`src/rtl/crom_pixel_serializer.sv`:
```
// Sprite C-ROM pixel serializer: latches one burst on LOAD and streams two colour indexes per CLK_EN.
// Define CRS_AUTO_SECOND_HALF_EN to walk both burst halves from a single LOAD.
module crom_pixel_serializer #(
  parameter int unsigned BPP          = 4,
  parameter int unsigned PIX_PER_HALF = 8
) (
  input  logic                          CLK,
  input  logic                          nRESET,
  input  logic                          CLK_EN,
  input  logic                          LOAD,
  input  logic                          CA4,
  input  logic                          H,
  input  logic                          EVEN,
  input  logic [2*PIX_PER_HALF*BPP-1:0] CR_DOUBLE,
  output logic [BPP-1:0]                GAD,
  output logic [BPP-1:0]                GBD,
  output logic                          DOTA,
  output logic                          DOTB,
  output logic                          BUSY
);

  localparam int unsigned HalfW = PIX_PER_HALF * BPP;
  localparam int unsigned Steps = PIX_PER_HALF / 2;
  localparam int unsigned CntW  = (Steps > 1) ? $clog2(Steps) : 1;
  localparam logic [CntW-1:0] CntLast = CntW'(Steps - 1);

  typedef enum logic [1:0] {StIdle, StFirst, StSecond} state_e;

  state_e             state_q, state_d;
  logic [CntW-1:0]    cnt_q, cnt_d;
  logic               load_q, load_d;
  logic [2*HalfW-1:0] data_q, data_d;
  logic               ca4_q, ca4_d;
  logic               h_q, h_d;
  logic               even_q, even_d;
  logic [BPP-1:0]     gad_q, gad_d;
  logic [BPP-1:0]     gbd_q, gbd_d;
  logic               dota_q, dota_d;
  logic               dotb_q, dotb_d;
  logic               busy_q, busy_d;

  logic               load_evt;
  logic               show;
  logic [2*HalfW-1:0] src_data;
  logic               src_lower;
  logic               src_h;
  logic               src_even;
  logic [HalfW-1:0]   src_half;
  logic [2*BPP-1:0]   pair;

  // Gather bit idx of every bitplane; plane 0 is the colour LSB.
  function automatic logic [BPP-1:0] pix_colour(input logic [HalfW-1:0] half,
                                                input int unsigned     idx);
    logic [BPP-1:0]   c;
    logic [HalfW-1:0] sh;
    c = '0;
    for (int unsigned p = 0; p < BPP; p++) begin
      sh = half >> (p * PIX_PER_HALF + idx);
      c  = c | (BPP'(sh[0]) << p);
    end
    return c;
  endfunction

  // Returns {channel A, channel B} for pair k of one half.
  function automatic logic [2*BPP-1:0] pair_colours(input logic [HalfW-1:0] half,
                                                    input int unsigned     k,
                                                    input logic            hflip,
                                                    input logic            even);
    int unsigned    je;
    int unsigned    jo;
    logic [BPP-1:0] ce;
    logic [BPP-1:0] co;
    je = 2 * k;
    jo = 2 * k + 1;
    if (hflip) begin
      je = PIX_PER_HALF - 1 - je;
      jo = PIX_PER_HALF - 1 - jo;
    end
    ce = pix_colour(half, je);
    co = pix_colour(half, jo);
    return even ? {ce, co} : {co, ce};
  endfunction

  assign load_evt = CLK_EN & LOAD & ~load_q;

  always_comb begin
    state_d   = state_q;
    cnt_d     = cnt_q;
    load_d    = load_q;
    data_d    = data_q;
    ca4_d     = ca4_q;
    h_d       = h_q;
    even_d    = even_q;
    src_data  = data_q;
    src_lower = ca4_q;
    src_h     = h_q;
    src_even  = even_q;
    show      = 1'b0;
    if (CLK_EN) begin
      load_d = LOAD;
      if (load_evt) begin
        // The new burst is shown at the load edge itself, so select straight from the inputs.
        data_d    = CR_DOUBLE;
        ca4_d     = CA4;
        h_d       = H;
        even_d    = EVEN;
        state_d   = StFirst;
        cnt_d     = '0;
        src_data  = CR_DOUBLE;
        src_lower = CA4;
        src_h     = H;
        src_even  = EVEN;
        show      = 1'b1;
      end else begin
        unique case (state_q)
          StFirst: begin
            if (cnt_q == CntLast) begin
              cnt_d = '0;
`ifdef CRS_AUTO_SECOND_HALF_EN
              state_d   = StSecond;
              src_lower = ~ca4_q;
              show      = 1'b1;
`else
              state_d = StIdle;
`endif
            end else begin
              cnt_d = cnt_q + 1'b1;
              show  = 1'b1;
            end
          end
          StSecond: begin
            src_lower = ~ca4_q;
            if (cnt_q == CntLast) begin
              cnt_d   = '0;
              state_d = StIdle;
            end else begin
              cnt_d = cnt_q + 1'b1;
              show  = 1'b1;
            end
          end
          default: ;
        endcase
      end
    end
  end

  always_comb begin
    src_half = src_lower ? src_data[HalfW-1:0] : src_data[2*HalfW-1:HalfW];
    pair     = pair_colours(src_half, 32'(cnt_d), src_h, src_even);
    gad_d    = gad_q;
    gbd_d    = gbd_q;
    dota_d   = dota_q;
    dotb_d   = dotb_q;
    busy_d   = busy_q;
    if (CLK_EN) begin
      gad_d  = show ? pair[2*BPP-1:BPP] : '0;
      gbd_d  = show ? pair[BPP-1:0] : '0;
      dota_d = |gad_d;
      dotb_d = |gbd_d;
      busy_d = (state_d != StIdle);
    end
  end

  always_ff @(posedge CLK or negedge nRESET) begin
    if (!nRESET) begin
      state_q <= StIdle;
      cnt_q   <= '0;
      load_q  <= 1'b0;
      data_q  <= '0;
      ca4_q   <= 1'b0;
      h_q     <= 1'b0;
      even_q  <= 1'b0;
      gad_q   <= '0;
      gbd_q   <= '0;
      dota_q  <= 1'b0;
      dotb_q  <= 1'b0;
      busy_q  <= 1'b0;
    end else begin
      state_q <= state_d;
      cnt_q   <= cnt_d;
      load_q  <= load_d;
      data_q  <= data_d;
      ca4_q   <= ca4_d;
      h_q     <= h_d;
      even_q  <= even_d;
      gad_q   <= gad_d;
      gbd_q   <= gbd_d;
      dota_q  <= dota_d;
      dotb_q  <= dotb_d;
      busy_q  <= busy_d;
    end
  end

  assign GAD  = gad_q;
  assign GBD  = gbd_q;
  assign DOTA = dota_q;
  assign DOTB = dotb_q;
  assign BUSY = busy_q;

endmodule

```
`config.mk`:
```
export PLATFORM = sky130hd
export DESIGN_NAME = crom_pixel_serializer
export DESIGN_NICKNAME = d
export VERILOG_FILES = /design/src/rtl/crom_pixel_serializer.sv
export SDC_FILE = /design/constraint.sdc
export NUM_CORES = 1
export LEC_CHECK = 0
export ABC_AREA = 1
export BUFFER_PORTS_ARGS = -buffer_cell sky130_fd_sc_hd__clkbuf_2
export CAP_MARGIN = 40
export CORE_MARGIN = 1
export CORE_UTILIZATION = 50
export DETAILED_ROUTE_END_ITERATION = 7
export PLACE_DENSITY_LB_ADDON = 0.12
export SKIP_CTS_REPAIR_TIMING = 1
export SYNTH_ARGS = -nofsm -noshare
export SYNTH_HDL_FRONTEND = slang
export SYNTH_SLANG_ARGS = --single-unit
```
`constraint.sdc`:
```
create_clock -name CLK -period 2.8 [get_ports CLK]
set_clock_uncertainty 0.05 [all_clocks]
set_input_delay 0.28 -clock CLK [delete_from_list [all_inputs] [get_ports CLK]]
set_output_delay 0.28 -clock CLK [all_outputs]
set_load 0.005 [all_outputs]
```
==> impl_metrics.py, run 1 <==
metrics = {
    "setup_path": {
        "path_cells": "nor2_4 > nand2_1 > nand3_2 > buf_4 > nand3_1 > nand2_1 > nor2_1 > nor2_1 > nand2_1 > nand3_1 > nand3_1 > nand2_1 > nor2_1 > nand2_1",
        "cp_slowest_cell": "dfrtp_1",
        "crit_type": "flop to flop",
        "worst-path-buf-inv": 1,
        "worstSetupStartpointType": "flop",
        "cp_slowest_stage_delay_ns": 0.42,
        "r2r_end": "DOTA$_DFFE_PN0P_",
        "crit_path_end": "DOTA$_DFFE_PN0P_",
        "crit_required_ns": 3.06,
        "cp_num_cells": 14,
        "worstReg2RegStart": "load_q$_DFFE_PN0P_",
        "path_max_fanout": 22,
        "reg2reg_slack_ns": 0.27,
        "critical-path-top-delay-family": "simple AND/OR/NAND/NOR gates",
        "crit_start": "load_q$_DFFE_PN0P_",
        "cpMostUsedCell": "nand2_1",
        "worstPathArrival_ns": 2.79,
        "endpoint_kind": "flop",
        "rr_worst_depth": 14,
    },
    "routing": {
        "viasPerCell": 5.206,
        "routed_wl_mm": 11.91,
        "dr_total_vias": 4238,
        "drt_iter0_drc": 237,
        "first_pass_iters": 5,
        "drtAntennaViolNets": 0,
        "routedWlPerCell_um": 14.63,
        "drc": 0,
    },
    "clock_tree": {
        "clkTransAtPathRegs_ns": 0.09,
        "cts_made_buffers": 9,
        "cts_root_buf": "clkbuf_8",
        "cts_tree": "yes",
        "cts_sinks": 83,
        "h-tree-depth": 3,
        "clockBufferDepth": 2,
        "worstSkewPairLatency_ns": 0.37,
    },
    "layout": {
        "final_common_cell": "nand2_1",
        "final_nets": 774,
        "stdcell_area_mm2": 0.005269,
        "diodes": 0,
        "utilization": 0.6071,
        "area.growth.synth_to_final_pct": 17.63,
        "drive_gt1_frac": 0.1969,
        "layout_common_cells": "nand2_1, nand3_1, dfrtp_1",
    },
    "grt": {
        "grt_usage": 0.2684,
        "grt_max_degree": 73,
        "grt_antenna_before_repair": 0,
        "grt_pass1_vias": 4013,
        "grt_pass1_wl_mm": 19.93,
        "gr-total-overflow": 0,
    },
    "pwr": {
        "ir_worst_vdd_v": 0.0004382,
        "p_leak_nw": 2.907,
        "powerDensity_mw_per_mm2": 866.1,
    },
    "yosys": {
        "syn-cell-area_mm2": 0.004479,
        "seq_area_frac_synth": 0.4637,
        "yosysWarnings": 0,
        "async_reset_ff_frac": 1.000,
        "synthFlopType": "dfrtp_1",
        "synth_nets": 697,
        "synth_edf_count": 0,
        "netlist_instances": 624,
        "synthDistinctLibCells": 27,
        "ys_seq_elements": 83,
        "syn_avg_cell_area_um2": 7.178,
    },
    "timing": {
        "hold_viol": 0,
        "max_slew_margin": 0.5570,
        "slew_violations": 0,
        "setup_violations": 0,
        "fin_crit_sh": 0.9043,
        "tightest_slew_ns": 0.6600,
        "rsz0062_at_grt": "no",
        "finalSetupTns_ns": 0,
        "fin_crit_ns": 2.532,
        "max_freq_mhz": 394.9,
    },
    "place": {
        "io_buffers": 81,
        "hpwl_mm": 8.896,
        "routabilityCongestion": 0.9454,
        "dpl_cell_area_mm2": 0.005006,
    },
    "floorplanning": {
        "io_pins": 82,
        "die_height_um": 96.65,
        "start_util": 0.5161,
        "dieArea_mm2": 0.009341,
        "core_area_mm2": 0.008678,
        "die_w_um": 96.65,
        "row_count": 34,
    },
    "worst_hold_path": {
        "hold_path.class": "input pin to flop",
        "worst_hold_startpoint": "CR_DOUBLE[60]",
    },
    "flow_run": {
        "drv_cap": 0,
    },
    "run_status": {
        "status": "completed",
    },
}
## report_power, final
group / leakage (nW) / internal [W] / switching (W)
Combinational: 1.79 / 0.000663 / 0.00125
Clock: 0.125 / 0.000624 / 0.000463
Sequential: 0.992 / 0.00147 / 0.0000960
## flip-flops by register name (all words and copies together) (netlist names)
register,cells
ca4_q,1
GAD,4
BUSY,1
even_q,1
DOTA,1
h_q,1
data_q,64
GBD,4
cnt_q,2
load_q,1
DOTB,1
state_q,2
## layout make-up
type                       instances  area (µm²)
timing repair buffer              94       544.3
multi-input combinational        468        2093
clock inverter                     5       107.6
inverter                          45       170.2
sequential                        83        2077
clock buffer                      11       141.4
fill                             840        3410
tap                              108       135.1
## layer usage
| metal | GRT usage | part of all wire |
|---|---|---|
| met4 | 0.1010 | 0.026 |
| met5 | 0 | 0 |
| met2 | 0.4085 | 0.44 |
| met3 | 0.04480 | 0.048 |
| met1 | 0.3856 | 0.48 |
## cells in the mapped netlist, types with 2 or more instances
library cell  number  share of area
o21ai_0           20          0.022
dfrtp_1           83           0.46
nand3_2            2         0.0045
or2_2             11          0.015
nand2_2            4         0.0056
buf_6              2         0.0050
inv_2              4         0.0034
nor2_1            32          0.027
clkinv_1           2         0.0017
nor2_2             3         0.0042
nand3_1          118           0.13
inv_1             38          0.032
clkbuf_1          10         0.0084
ha_1               2         0.0056
buf_2             15          0.017
o21ai_1            6         0.0067
nand2_1          262           0.22
## cells by family (layout without fill, tap and decap cells)
logic type / count (synthesis) / after routing / synth area share
compound gates: 30 / 30 / 0.03995
xor+xnor: 2 / 2 / 0.009778
fa+ha+maj: 2 / 2 / 0.005586
buf+inv: 73 / 155 / 0.06899
flops: 83 / 83 / 0.4637
simple gates: 434 / 434 / 0.4120
## worst register-to-register path, stage by stage (launching register included)
cell and delay, ns:
dfrtp_1 0.42, nor2_4 0.33, nand2_1 0.15, nand3_2 0.22, buf_4 0.31, nand3_1 0.11, nand2_1 0.15, nor2_1 0.05
nor2_1 0.20, nand2_1 0.11, nand3_1 0.10, nand3_1 0.10, nand2_1 0.09, nor2_1 0.04, nand2_1 0.06
## worst min-delay path by stage
stage,endpoint,cells after the start
after CTS,data_q[16]$_DFF_PN0_,1
after detailed placement,data_q[16]$_DFF_PN0_,1
after global routing,data_q[57]$_DFF_PN0_,3
final,data_q[60]$_DFF_PN0_,3
after global placement,data_q[23]$_DFF_PN0_,2
after floorplan,BUSY$_DFFE_PN0P_,0
## stage by stage
step / setup slack [ns] / std cells / power [W] / hold slack, ns
floorplan: 0.6212 / 624 / 0.002916 / -0.06559
global route: 0.003353 / 814 / 0.004906 / 0.09100
CTS: 0.2758 / 813 / 0.004570 / -0.1791
finish: 0.2679 / 814 / 0.004563 / 0.07953
global placement: 0.1817 / 796 / 0.003452 / 0.4120
detailed placement: 0.1410 / 797 / 0.003475 / 0.2156
Power figures use the tool's default switching activity.
==> run 2, diff against run 1 <==
--- a/config.mk
+++ b/config.mk
@@ -5,7 +5,6 @@
 export SDC_FILE = /design/constraint.sdc
 export NUM_CORES = 1
 export LEC_CHECK = 0
-export ABC_AREA = 1
 export BUFFER_PORTS_ARGS = -buffer_cell sky130_fd_sc_hd__clkbuf_2
 export CAP_MARGIN = 40
 export CORE_MARGIN = 1
==> run 2 against run 1 <==
The flow now finishes with violations (design-rule violations). Routed wire length fell by 12%. Sequential power is 8% higher. Synthesized cell count shrank 41%. Total power up 8.8%. Sequential share of layout area shrank 3.7 points. Worst hold slack better by 0.050 ns. Count of clock-buffer cells in the layout is 1 lower. Utilization grew 5.0 points. Clock power shrank 9.6%. Non-clock buffer count up 22. Area after synthesis up 3.9%. Via count fell by 19%. Critical path type unchanged.
==> impl_metrics.py, run 2 <==
metrics = {
    "run_status": {
        "status": "complete, but fails checks",
        "violations": "design-rule violations",
    },
    "floorplanning": {
        "row_count": 34,
        "dieArea_mm2": 0.009698,
        "core_area_mm2": 0.008848,
        "die_height_um": 98.48,
        "io_pins": 82,
        "die_w_um": 98.48,
        "start_util": 0.5260,
    },
    "yosys": {
        "async_reset_ff_frac": 1.000,
        "yosysTopAreaCell": "dfrtp_1",
        "syn_avg_cell_area_um2": 12.68,
        "ys_seq_elements": 83,
        "yosysWarnings": 0,
        "netlist_instances": 367,
        "ys_top_cells_by_count": "dfrtp_1, mux2_2, mux4_2",
        "synthFlopType": "dfrtp_1",
        "synth.most_common_cell": "dfrtp_1",
        "synth_edf_count": 0,
        "synth_top_area_frac": 0.4462,
        "synth_nets": 440,
        "synth_area_leaders": "dfrtp_1, mux2_2, mux4_2, nand2_1, a21oi_1",
        "seq_area_frac_synth": 0.4462,
        "syn-cell-area_mm2": 0.004654,
        "synthDistinctLibCells": 45,
    },
    "timing": {
        "rsz0062_at_grt": "yes",
        "hold_viol": 0,
        "setup_violations": 0,
        "max_freq_mhz": 358.9,
        "fin_crit_ns": 2.786,
        "slew_violations": 0,
        "max_slew_margin": 0.5946,
        "tightest_slew_ns": 0.6040,
        "fin_crit_sh": 0.9951,
        "layout_setup_ws_ns": 0.01361,
    },
    "setup_path": {
        "worstPathArrival_ns": 2.94,
        "crit_required_ns": 2.95,
        "rr_worst_depth": 11,
        "worstSetupStartpointType": "flop",
        "endpoint_kind": "flop",
        "crit_type": "flop to flop",
        "path_max_fanout": 11,
    },
    "pwr": {
        "powerDensity_mw_per_mm2": 854.5,
        "power_w": 0.004966,
        "p_leak_nw": 2.462,
        "ir_worst_vdd_v": 0.0003845,
    },
    "grt": {
        "grt_max_degree": 51,
        "grt_pass1_vias": 3375,
        "grt_pass1_wl_mm": 16.30,
        "gr-total-overflow": 0,
        "grt_usage": 0.2158,
        "grt_antenna_before_repair": 0,
    },
    "clock_tree": {
        "worstSkewPairLatency_ns": 0.35,
        "cts_tree": "yes",
        "cts_sinks": 83,
        "cts_root_buf": "clkbuf_8",
        "h-tree-depth": 3,
        "clkTransAtPathRegs_ns": 0.08,
        "clockBufferDepth": 2,
        "cts_made_buffers": 9,
    },
    "worst_hold_path": {
        "hold_depth": 2,
        "hold_path.class": "input pin to flop",
    },
    "layout": {
        "final_common_cell": "dfrtp_1",
        "utilization": 0.6568,
        "area.growth.synth_to_final_pct": 24.87,
        "layout_common_cells": "dfrtp_1, clkbuf_2, mux2_2",
        "stdcell_count": 578,
        "drive_gt1_frac": 0.5426,
        "top_register": "data_q",
        "diodes": 0,
        "final_nets": 541,
        "largest_reg_flops": 64,
    },
    "place": {
        "placed_cells": 556,
        "routabilityCongestion": 0.7985,
        "hpwl_mm": 7.421,
        "dp_slack_ns": -0.04445,
        "io_buffers": 81,
    },
    "routing": {
        "wl_met3_um": 484,
        "routed_wl_mm": 10.44,
        "drt_iter0_drc": 186,
        "drc": 4,
        "drtAntennaViolNets": 0,
        "routedWlPerCell_um": 18.05,
        "viasPerCell": 5.929,
        "dr_total_vias": 3427,
        "wl_met1_mm": 4.632,
        "first_pass_iters": 8,
        "wl_met2_mm": 5.207,
        "top_layer": "met4",
    },
    "flow_run": {
        "drv_cap": 0,
    },
}
[run 2: changes by cell type after synthesis, moves of 18 or more]
| cell | before | now |
|---|---|---|
| a21oi_1 | 0 | 18 |
| inv_1 | 38 | 13 |
| mux2_2 | 0 | 67 |
| mux4_2 | 0 | 31 |
| nand2_1 | 262 | 25 |
| nand3_1 | 118 | 5 |
| nor2_1 | 32 | 12 |
[run 2: kinds of logic (layout without fill, tap and decap cells)]
| family | count (synthesis) | count (layout) | share of synthesized area |
|---|---|---|---|
| compound gates | 65 | 65 | 0.1005 |
| xor+xnor | 1 | 1 | 0.001882 |
| fa+ha+maj | 2 | 2 | 0.005375 |
| buf+inv | 40 | 143 | 0.04408 |
| flops | 83 | 83 | 0.4462 |
| mux | 101 | 101 | 0.3212 |
| simple gates | 75 | 75 | 0.08065 |
[run 2: worst paths after layout]
path / to / startpoint / slack (ns)
setup / recovery: DOTA$_DFFE_PN0P_ / state_q[1]$_DFF_PN0_ / 0.01
hold / removal: data_q[5]$_DFF_PN0_ / CR_DOUBLE[5] / 0.13
setup reg to reg: DOTA$_DFFE_PN0P_ / state_q[1]$_DFF_PN0_ / 0.01
hold reg to reg: data_q[11]$_DFF_PN0_ / data_q[11]$_DFF_PN0_ / 0.45
max in group asynchronous: data_q[40]$_DFF_PN0_ / nRESET / 1.72
min in group asynchronous: GAD[3]$_DFFE_PN0P_ / nRESET / 0.37
[run 2: area by class of cell]
class                           count  area (µm²)
Clock inverter                      3       90.09
Tap cell                          108       135.1
Fill cell                         693        3037
Clock buffer                       10       127.6
Sequential cell                    83        2077
Timing Repair Buffer              116       828.3
Inverter                           14       52.55
Multi-Input combinational cell    244        2501
[run 2: critical path, stage by stage, from the launching register on]
cell and delay [ns]:
dfrtp_1 0.41, ha_4 0.17, xnor2_2 0.14, o311ai_4 0.32
buf_12 0.17, buf_12 0.13, mux4_2 0.31, mux2i_1 0.18
a221o_1 0.21, a21oi_1 0.11, nor4_2 0.30, a41oi_1 0.13
[run 2: power breakdown]
part           switching, W  internal (W)  leakage, nW
registers          0.000159       0.00152        0.983
clock network      0.000406      0.000579        0.108
logic               0.00116       0.00114         1.37
total               0.00173       0.00324         2.46
[run 2: routing by layer]
layer | vias up | track usage
met4 | 0 | 0.07692
li1 | 1592 | -
met1 | 1733 | 0.2972
met2 | 92 | 0.3478
met3 | 10 | 0.03830
met5 | - | 0
[run 2: stage by stage]
step / area [µm²] / hold slack (ns) / setup TNS, ns
4_1_cts: 5532 / -0.1699 / -0.06993
2_1_floorplan: 4654 / -0.06559 / 0
3_5_place_dp: 5314 / 0.2161 / -0.04445
3_3_place_gp: 5286 / 0.4304 / 0
6_report: 5812 / 0.1300 / 0
5_1_grt: 5812 / 0.1146 / -0.2308
